===== src/rtl/input_flit_buffer_if.sv =====
// Link-side and route-side signals of one router input port, bundled.
// Latency: none, this is wiring only.
// Backpressure: port_block comes from the route stage; buffer_full goes to the upstream router.
interface input_flit_buffer_if #(
  parameter int FLIT_WIDTH = 12,
  parameter int PTR_WIDTH  = 2
);
  logic [FLIT_WIDTH-1:0] in_flit;
  logic                  port_block;
  logic [FLIT_WIDTH-1:0] out_flit;
  logic                  buffer_full;
  logic                  buffer_empty;
  logic [PTR_WIDTH:0]    occupancy;
  logic                  overflow;

  // Link and route stage side: supplies flits and the block signal, observes status.
  modport master (
    output in_flit, port_block,
    input  out_flit, buffer_full, buffer_empty, occupancy, overflow
  );

  // The buffer itself.
  modport slave (
    input  in_flit, port_block,
    output out_flit, buffer_full, buffer_empty, occupancy, overflow
  );
endinterface


===== src/rtl/input_flit_buffer.sv =====
// Per-port ingress flit FIFO feeding the route stage; all-zero flits are idle cycles.
// Latency: 1 cycle from push to head. With FLIT_BUF_BYPASS_EN, an empty buffer cuts through in 0 cycles.
// Backpressure: holds flits while port_block is high, and exports buffer_full as the upstream port_block.
module input_flit_buffer #(
  parameter int FLIT_WIDTH   = 12,
  parameter int BUFFER_DEPTH = 4,
  parameter int PTR_WIDTH    = 2
) (
  input logic             clk,
  input logic             reset,
  input_flit_buffer_if.slave bus
);

  localparam logic [PTR_WIDTH:0]   CNT_ONE  = (PTR_WIDTH+1)'(1);
  localparam logic [PTR_WIDTH:0]   CNT_FULL = (PTR_WIDTH+1)'(BUFFER_DEPTH);
  localparam logic [PTR_WIDTH-1:0] PTR_ONE  = PTR_WIDTH'(1);

  logic [FLIT_WIDTH-1:0] mem [BUFFER_DEPTH];
  logic [PTR_WIDTH-1:0]  wr_ptr;
  logic [PTR_WIDTH-1:0]  rd_ptr;
  logic [PTR_WIDTH:0]    count;
  logic                  overflow_q;

  logic in_vld;
  logic empty;
  logic full;
  logic pop;
  logic push;
  logic bypass;
  logic drop;

  assign in_vld = |bus.in_flit;
  assign empty  = (count == '0);
  assign full   = (count == CNT_FULL);

`ifdef FLIT_BUF_BYPASS_EN
  // An empty buffer with a willing route stage hands the link flit straight through.
  assign bypass = empty && !bus.port_block && in_vld;
`else
  assign bypass = 1'b0;
`endif

  // Pop and push both look at the state before the edge. A flit may enter a full
  // buffer only while the head leaves in the same cycle.
  assign pop  = !empty && !bus.port_block;
  assign push = in_vld && !bypass && (!full || pop);
  assign drop = in_vld && !bypass && full && !pop;

  assign bus.buffer_full  = full;
  assign bus.buffer_empty = empty;
  assign bus.occupancy    = count;
  assign bus.overflow     = overflow_q;

  // Head flit presented to the route stage. Zero when nothing is held, unless cut-through applies.
  always_comb begin
    bus.out_flit = '0;
    if (!empty) begin
      bus.out_flit = mem[rd_ptr];
    end
`ifdef FLIT_BUF_BYPASS_EN
    else if (bypass) begin
      bus.out_flit = bus.in_flit;
    end
`endif
  end

  // Flit storage. No reset is needed because only entries between the pointers are ever read.
  always_ff @(posedge clk) begin
    if (push && !reset) begin
      mem[wr_ptr] <= bus.in_flit;
    end
  end

  // Pointers, stored count and the sticky drop flag.
  always_ff @(posedge clk) begin
    if (reset) begin
      wr_ptr     <= '0;
      rd_ptr     <= '0;
      count      <= '0;
      overflow_q <= 1'b0;
    end else begin
      if (push) begin
        wr_ptr <= wr_ptr + PTR_ONE;
      end
      if (pop) begin
        rd_ptr <= rd_ptr + PTR_ONE;
      end
      case ({push, pop})
        2'b10:   count <= count + CNT_ONE;
        2'b01:   count <= count - CNT_ONE;
        default: count <= count;
      endcase
      if (drop) begin
        overflow_q <= 1'b1;
      end
    end
  end

endmodule


===== src/flat_wrapper.sv =====
// flat-port wrapper written by rule: the top's interface ports become plain ports
module input_flit_buffer_flat 
#(
  parameter int FLIT_WIDTH   = 12,
  parameter int BUFFER_DEPTH = 4,
  parameter int PTR_WIDTH    = 2
)
  (clk, reset, bus_in_flit, bus_port_block, bus_out_flit, bus_buffer_full, bus_buffer_empty, bus_occupancy, bus_overflow);
  input_flit_buffer_if #(.FLIT_WIDTH(FLIT_WIDTH), .PTR_WIDTH(PTR_WIDTH)) bus_i ();
  input logic clk;
  input logic reset;
  input wire logic [$bits(bus_i.in_flit)-1:0] bus_in_flit;
  input wire logic [$bits(bus_i.port_block)-1:0] bus_port_block;
  output wire logic [$bits(bus_i.out_flit)-1:0] bus_out_flit;
  output wire logic [$bits(bus_i.buffer_full)-1:0] bus_buffer_full;
  output wire logic [$bits(bus_i.buffer_empty)-1:0] bus_buffer_empty;
  output wire logic [$bits(bus_i.occupancy)-1:0] bus_occupancy;
  output wire logic [$bits(bus_i.overflow)-1:0] bus_overflow;
  assign bus_i.in_flit = bus_in_flit;
  assign bus_i.port_block = bus_port_block;
  assign bus_out_flit = bus_i.out_flit;
  assign bus_buffer_full = bus_i.buffer_full;
  assign bus_buffer_empty = bus_i.buffer_empty;
  assign bus_occupancy = bus_i.occupancy;
  assign bus_overflow = bus_i.overflow;
  input_flit_buffer #(.FLIT_WIDTH(FLIT_WIDTH), .BUFFER_DEPTH(BUFFER_DEPTH), .PTR_WIDTH(PTR_WIDTH)) u_core (.clk(clk), .reset(reset), .bus(bus_i));
endmodule

===== config.mk =====
export PLATFORM = sky130hd
export DESIGN_NAME = input_flit_buffer_flat
export DESIGN_NICKNAME = d
export VERILOG_FILES = /design/src/rtl/input_flit_buffer_if.sv /design/src/rtl/input_flit_buffer.sv /design/src/flat_wrapper.sv
export SDC_FILE = /design/constraint.sdc
export NUM_CORES = 1
export LEC_CHECK = 0
export CORE_MARGIN = 2
export CORE_UTILIZATION = 54
export CTS_BUF_LIST = sky130_fd_sc_hd__clkbuf_8
export CTS_CLUSTER_DIAMETER = 50
export CTS_CLUSTER_SIZE = 25
export DETAILED_ROUTE_END_ITERATION = 6
export GPL_TIMING_DRIVEN = 1
export PLACE_DENSITY = 0.85
export SYNTH_ARGS = -nofsm -noshare
export SYNTH_HDL_FRONTEND = slang
export SYNTH_SLANG_ARGS = --single-unit
export TNS_END_PERCENT = 30

===== constraint.sdc =====
create_clock -name clk -period 3 [get_ports clk]
set_input_delay 0.75 -clock clk [delete_from_list [all_inputs] [get_ports clk]]
set_output_delay 0.75 -clock clk [all_outputs]
set_load 0.02 [all_outputs]

---- Word level (Yosys, flattened, before mapping) ----
Memories as Yosys holds them, arrays and structs flattened. A register that Yosys moved wholly into a read port is not among the register bits.
Cells that the tools add are included.
storage, ports and cells
  flip-flop bits (word level) ............. 8
  bits in latches ......................... 0
  input port bits ......................... 15
  output and inout bits ................... 18
  memory bits (writable) .................. 48
  bits in read-only memories .............. 0
  memories ................................ 1
cells by class
  add/sub/neg operators ................... 4
  divide/modulo/power cells ............... 0
  $lt $le $gt $ge ......................... 0
  muxes and demuxes ....................... 6
  reduce and logical (&&, ||, !) cells .... 14
  shifts and indexed selects .............. 0
  bitwise logic cells ..................... 0
  equality and inequality tests ........... 3
  multiply operators ...................... 0
memories
  name        words  bits a word  read ports  clocked after memory_dff  wr ports  RTL line                 source
  u_core.mem  4      12           1           1                         1         input_flit_buffer.sv:18  logic [FLIT_WIDTH-1:0] mem [BUFFER_DEPTH];
operators by type and width
  operator                                                            number
  12-bit 2-to-1 mux                                                   1
  12-bit OR reduction                                                 1
  3-bit case mux with 2 select lines                                  1
  1-bit logical AND                                                   5
  1-bit logical NOT                                                   5
  2-bit by 1-bit adder with 2-bit output, second input constant       2
  2-bit 2-to-1 mux                                                    2
  3-bit by 1-bit adder with 3-bit output, second input constant       1
  3-bit == test, second input constant                                1
  3-bit logical NOT                                                   1
  3-bit by 1-bit subtractor with 3-bit output, second input constant  1
  2-bit by 1-bit == test with 1-bit output, second input constant     1
  2-bit == test, second input constant                                1
  1-bit 2-to-1 mux                                                    2
  2-bit nonzero test                                                  1
  1-bit logical OR                                                    1

---- Longest topological paths before layout ----
Gate-level depths: netlist of run 1.
  depth after elaboration ................. 8
  gate-level depth with buffers ........... 9

---- Worst setup path before layout of run 1 ----
Ideal clock, no wire load.
  kind .................................... input -> register
  start ................................... input bus_in_flit[1]
  end ..................................... register u_core.count[2] (netlist: u_core.bus.occupancy[2])
  arrival ................................. 2542 ps
  stages on the path ...................... 9
  path buffers ............................ 0
  slack ................................... 387 ps
  data required time ...................... 2929 ps
  setup time .............................. 71 ps
  path through ............................ nor4_1 > nand3_1 > nand2_1 > ha_1 > inv_1 > fa_1 > xor2_1 > or3_1 > a21oi_1
on the way
  word-level cells in the longest chain between the ends .. 4
  elaborated cells between the ends (all ways) .. 6
  those cells by class .................... 2 x eq/ne; 1 x mux; 3 x reduce/logical
ends and longest elaborated chain
  element                                                                           RTL line                 source
  from (decl)                                                                       flat_wrapper.sv:12       input wire logic [$bits(bus_i.in_flit)-1:0] bus_in_flit;
  12-bit OR reduction *                                                             input_flit_buffer.sv:32  assign in_vld = |bus.in_flit;
  1-bit logical AND *                                                               input_flit_buffer.sv:46  assign push = in_vld && !bypass && (!full || pop);
  2-bit by 1-bit == test with 1-bit output / 2-bit == test (equally long branches)  input_flit_buffer.sv:88  case ({push, pop})
  3-bit case mux with 2 select lines / 2-bit nonzero test (equally long branches)   -
  to (signal assigned)                                                              input_flit_buffer.sv:89  2'b10: count <= count + CNT_ONE;
  to (signal assigned)                                                              input_flit_buffer.sv:90  2'b01: count <= count - CNT_ONE;
  to (signal assigned)                                                              input_flit_buffer.sv:91  default: count <= count;
  to (decl)                                                                         input_flit_buffer.sv:21  logic [PTR_WIDTH:0] count;
Mark *: on every way between the ends. The rest lies on a longest branch, timed or not.
A chain may end at the register's enable or synchronous reset.

---- Final worst setup path of run 1 ----
Ends and elaborated chain as after synthesis.

==> flow_metrics.tcl, run 1 <==
set metrics [dict create \
    status "complete, no violations" \
    p_per_area_mw_per_mm2 853 \
    io_pins 33 \
    tns_ns 0 \
    synth.yosys.warnings 0 \
    placed_cells 236 \
    fin_util_pct 71.8 \
    antenna_found_initial 0 \
    path_cells "clkdlybuf4s50_1 > nor4_2 > nand3_1 > nand2_1 > ha_1 > inv_1 > fa_1 > xor2_1 > or3_1 > a21oi_1" \
    cts.htree.levels 3 \
    worst_pin_slew_ns 0.841 \
    cts-hold-fix-buffers 0 \
    post-route-period-util_pct 98.9 \
    initial_core_util_pct 55.8 \
    syn_nets 157 \
    startpoint_type "input pin" \
    hold_start "u_core.bus.overflow" \
    clock_sinks 58 \
    numCtsBuffers 9 \
    rrSetupSlack_ns 0.69 \
    yosysSeqAreaShare_pct 67.6 \
    clk_pin_slew_ns 0.06 \
    dr_total_vias 1388 \
    overflow 0 \
    synth_edf_count 48 \
    io_buffers 32 \
    area_growth_pct 28.6 \
    min_path_type "register to register" \
    irDropWorstVdd_v 0.000663 \
    synth_ff_type "edfxtp_1" \
    postCtsResizedCells 1 \
    post-cts-setup-buffers 0 \
    dpl_worst_slack_ns -0.330 \
    ys_ff_latch 58 \
    fmaxAchievable_mhz 337 \
    grt_usage_pct 20.7 \
    clock_skew_ns 0.00957 \
    dieArea_mm2 0.00505 \
    grt_first_pass_wirelength_um 7460 \
    viasPerCell 5.55 \
    finalMaxSlewViolations 0 \
    gp_congestion 0.842 \
    die_w_um 71.1 \
    drive_above_1_share_pct 27.8 \
    avgSynthCellArea_um2 17.9 \
    cpPeakStageDelay_ns 0.51 \
    die_h_um 71.1 \
    finalCriticalPeriod_ns 2.97 \
    hold_violations 0 \
    setup_viol 0 \
    stdcell_count 250 \
    cts_buffer_depth 2 \
    final_antenna_net_count 0 \
    synth-async-reset-ratio_pct 0 \
    ys_types 26 \
    rr_startpoint "u_core.bus.occupancy[0]" \
    synth.cell_area_mm2 0.00243 \
    arrival_ns 3.22 \
    critPathLaunch "bus_in_flit[1]" \
    synthCells 136 \
    core-area_mm2 0.00435 \
    cpMaxStageDelayCell "clkdlybuf4s50_1" \
    nets 216 \
    crit_path_end_kind "register" \
    relSlewSlack_pct 43.8 \
    cp_max_fo 5 \
    power_leakage_uw 0.00112 \
    grt_pass1_vias 1479 \
    drt_wl_total_um 4680 \
    cts_tree "yes" \
    post-route-drc-count 0 \
    fin_ws_ns 0.0339 \
    rr_endpoint "u_core.bus.occupancy[2]" \
    cp.required_ns 3.25 \
    path_buf_inv 2 \
    critPathCapture "u_core.bus.occupancy[2]" \
    drtIter0Drc 137 \
    critical_path_class "input pin to register" \
    first_pass_iters 4 \
    path_delay_family "simple AND/OR/NAND/NOR gates" \
    maxCapViolations 0 \
    antenna_cells 0 \
    detail_route.wl_per_cell_um 18.7 \
    rsz0062_at_grt "yes" \
    insertion_delay_ns 0.33 \
    dp_hpwl_um 3270 \
    cp_num_cells 10 \
    num_rows 24 \
    grt_max_degree 16 \
    r2r_cells 9 \
    cts-root-buf "clkbuf_8" \
]
[cells in the final DEF (no fill, tap or decap), types with 3 or more instances in the layout]
master and count:
clkdlybuf4s50_1 32, nand3_1 4, dfxtp_1 10, buf_4 19
clkbuf_8 9, edfxtp_1 48, a21oi_1 5, inv_1 5
o21ai_0 3, mux4_2 10, ha_1 5, nor2b_4 10
nor3b_1 5, nor2_1 9
[Yosys cell counts, drive strengths merged, types with 2 or more instances]
| cell type | count | share of area [%] |
|---|---|---|
| dfxtp | 10 | 8.2 |
| xnor2 | 2 | 0.72 |
| and3 | 2 | 0.52 |
| nor3b | 5 | 1.5 |
| nor2b | 12 | 6.2 |
| buf | 3 | 0.98 |
| nor4 | 3 | 0.77 |
| nor2 | 9 | 1.4 |
| a21oi | 5 | 1.0 |
| xor2 | 2 | 0.72 |
| mux4 | 12 | 11 |
| o21ai | 3 | 0.62 |
| nand3 | 4 | 0.82 |
| edfxtp | 48 | 59 |
| inv | 5 | 0.77 |
| ha | 5 | 2.6 |
[power by group]
group	internal [uW]	switching, uW
Clock	365	275
Sequential	959	63.7
Combinational	508	494
[tightest hold or removal path: stages (launching register included)]
cell	delay, ns
dfxtp_1	0.35
a21oi_1	0.05
nor2_1	0.08
[cell families (layout without fill, tap and decap cells)]
logic type      count (synthesis)  in the layout  share of synthesized area [%]
compound gates                  8              8                           1.65
xor+xnor                        4              4                           1.44
fa+ha+maj                       6              6                           3.40
buf+inv                         9             71                           1.91
flops                          58             58                           67.6
mux                            12             12                           11.4
simple gates                   39             39                           12.6
[how the worst min path moves through the flow]
stage	end	slack, ns	depth (start not counted)
final	u_core.bus.overflow	0.52	2
after global routing	u_core.rd_ptr[1]	0.55	2
after CTS	register	0.53	2
after detailed placement	u_core.bus.overflow	0.50	2
after global placement	u_core.bus.overflow	0.49	2
after floorplan	u_core.wr_ptr[0]	0.48	2
[per-layer routing]
layer  vias to the layer above  GRT usage, %  wire [um]
li1                        641             -          -
met1                       693          25.0       1910
met4                         0          8.18         45
met3                         5          6.13        237
met2                        49          35.2       2490
met5                         -             0          0
[final cells by class]
class	count	area, um^2
Sequential cell	58	1640
Tap cell	52	65.1
Timing Repair Buffer	52	474
Fill cell	259	1230
Multi-Input combinational cell	69	753
Clock buffer	9	124
Inverter	5	18.8
Clock inverter	5	47.5
[state kept, by name, summed over array words and instances (netlist names), named ones only]
name / cells
u_core.bus.overflow: 1
u_core.bus.occupancy: 3
u_core.rd_ptr: 2
u_core.wr_ptr: 2
u_core.mem: 48
[per-stage QoR]
stage               hold slack (ns)  instance area [um^2]  total power (uW)
floorplan                     0.484                  2430              1670
global placement              0.487                  2940              2010
detailed placement            0.502                  2940              2040
CTS                           0.526                  3110              2690
global route                  0.547                  3120              2780
finish                        0.518                  3120              2670
Power figures use the tool's default switching activity.
==> run 2, diff against run 1 <==
Settings changed: REMOVE_ABC_BUFFERS set to 1, SLEW_MARGIN set to 5.
==> run 2 against run 1 <==
Against the previous run: register-to-register slack lost 0.02 ns; sequential power about the same; combinational power hardly changed; routed wire length down 2.7%; critical endpoint is now bus_out_flit[9]; fmax up 2.6%; clock power rose by 0.8%; clock skew down 0.0030 ns.
==> flow_metrics.tcl, run 2 (synthesis gave the netlist of run 1 again) <==
set metrics [dict create \
    status "complete, no violations" \
    clock_sinks 58 \
    final_antenna_net_count 0 \
    cts-hold-fix-buffers 0 \
    dieArea_mm2 0.00505 \
    arrival_ns 2.14 \
    area_growth_pct 29.6 \
    layout_commonest_cell "edfxtp_1" \
    gp_congestion 0.839 \
    finalCriticalPeriod_ns 2.89 \
    clock_skew_ns 0.00659 \
    num_rows 24 \
    setup_viol 0 \
    startpoint_type "register" \
    min_path_type "register to register" \
    power_leakage_uw 0.00115 \
    numCtsBuffers 9 \
    largest_reg_flops 48 \
    worst_pin_slew_ns 0.452 \
    grt_usage_pct 19.3 \
    cts_buffer_depth 2 \
    nets 214 \
    fin_ws_ns 0.110 \
    clk_pin_slew_ns 0.06 \
    hold_violations 0 \
    irDropWorstVdd_v 0.000594 \
    initial_core_util_pct 55.8 \
    antenna_cells 0 \
    antenna_found_initial 0 \
    largest-register "u_core.mem" \
    grt_max_degree 16 \
    final_cell_mix "edfxtp_1 (48), clkdlybuf4s50_1 (29), buf_4 (17)" \
    critical_path_class "register to primary output" \
    cp.required_ns 2.25 \
    p_per_area_mw_per_mm2 847 \
    finalMaxSlewViolations 0 \
    tns_ns 0 \
    r2r_cells 9 \
    dr_total_vias 1383 \
    first_pass_iters 4 \
    drive_above_1_share_pct 26.8 \
    dp_hpwl_um 3110 \
    fmaxAchievable_mhz 346 \
    cts.htree.levels 3 \
    worstHoldPathCells 2 \
    insertion_delay_ns 0.32 \
    grt_pass1_vias 1492 \
    fillers 259 \
    postCtsResizedCells 0 \
    dpl_worst_slack_ns -0.286 \
    cp_max_fo 12 \
    die_h_um 71.1 \
    post-route-period-util_pct 96.3 \
    crit_path_end_kind "primary output" \
    post-cts-setup-buffers 0 \
    viasPerCell 5.53 \
    drt_wl_total_um 4560 \
    core-area_mm2 0.00435 \
    cts-root-buf "clkbuf_8" \
    total_power_uw 2660 \
    cts_tree "yes" \
    overflow 0 \
    io_pins 33 \
    drtIter0Drc 74 \
    relSlewSlack_pct 69.8 \
    die_w_um 71.1 \
    detail_route.wl_per_cell_um 18.2 \
    post-route-drc-count 0 \
    grt_first_pass_wirelength_um 7090 \
    io_buffers 32 \
    maxCapViolations 0 \
]
-- run 2: cell types whose count changed in the layout (fill, tap and decap cells not counted), sizes merged --
cell	change
clkinv	-1
inv	+3
clkdlybuf4s50	-3
dlymetal6s2s	+3
buf	-2
-- run 2: final cells by class --
cell class | instances | area [um^2] | share of cell area, %
Timing Repair Buffer | 50 | 467 | 14.8
Sequential cell | 58 | 1640 | 52.2
Clock buffer | 9 | 124 | 3.94
Tap cell | 52 | 65.1 | 2.07
Multi-Input combinational cell | 69 | 777 | 24.7
Clock inverter | 7 | 53.8 | 1.71
Inverter | 5 | 18.8 | 0.596
-- run 2: worst paths after layout --
| check | start | to | slack (ns) |
|---|---|---|---|
| setup / recovery | register | bus_out_flit[9] | 0.11 |
| hold / removal | u_core.bus.overflow | u_core.bus.overflow | 0.48 |
| hold reg to reg | u_core.bus.overflow | u_core.bus.overflow | 0.48 |
| setup reg to reg | u_core.bus.occupancy[2] | u_core.bus.occupancy[2] | 0.67 |
-- run 2: per-stage QoR --
step | area, um^2 | utilization, % | hold WS [ns] | cells
after floorplan | 2400 | - | 0.478 | 132
after global placement | 2920 | 67.1 | 0.465 | 234
after detailed placement | 2920 | 67.1 | 0.461 | 234
after CTS | 3100 | 71.2 | 0.480 | 250
after global routing | 3150 | 72.3 | 0.514 | 250
final | 3150 | 72.3 | 0.475 | 250
-- run 2: where the power goes --
group / total [uW] / internal [uW] / switching [uW]
combinational: 1010 / 508 / 503
clock: 645 / 367 / 278
sequential: 1010 / 959 / 49.7
total: 2660 / 1830 / 830
-- run 2: per-layer routing --
metal,track usage [%],wire [um],up-vias
li1,-,-,639
met1,22.5,1840,676
met2,32.4,2390,55
met3,4.99,197,13
met4,10.9,124,0
met5,0,0,-
-- run 2: critical path, cell delays in order, from the launching register on --
cell and delay [ns]:
dfxtp_1 0.32, buf_6 0.20, mux4_1 0.60, nor2b_1 0.15, clkdlybuf4s50_1 0.54
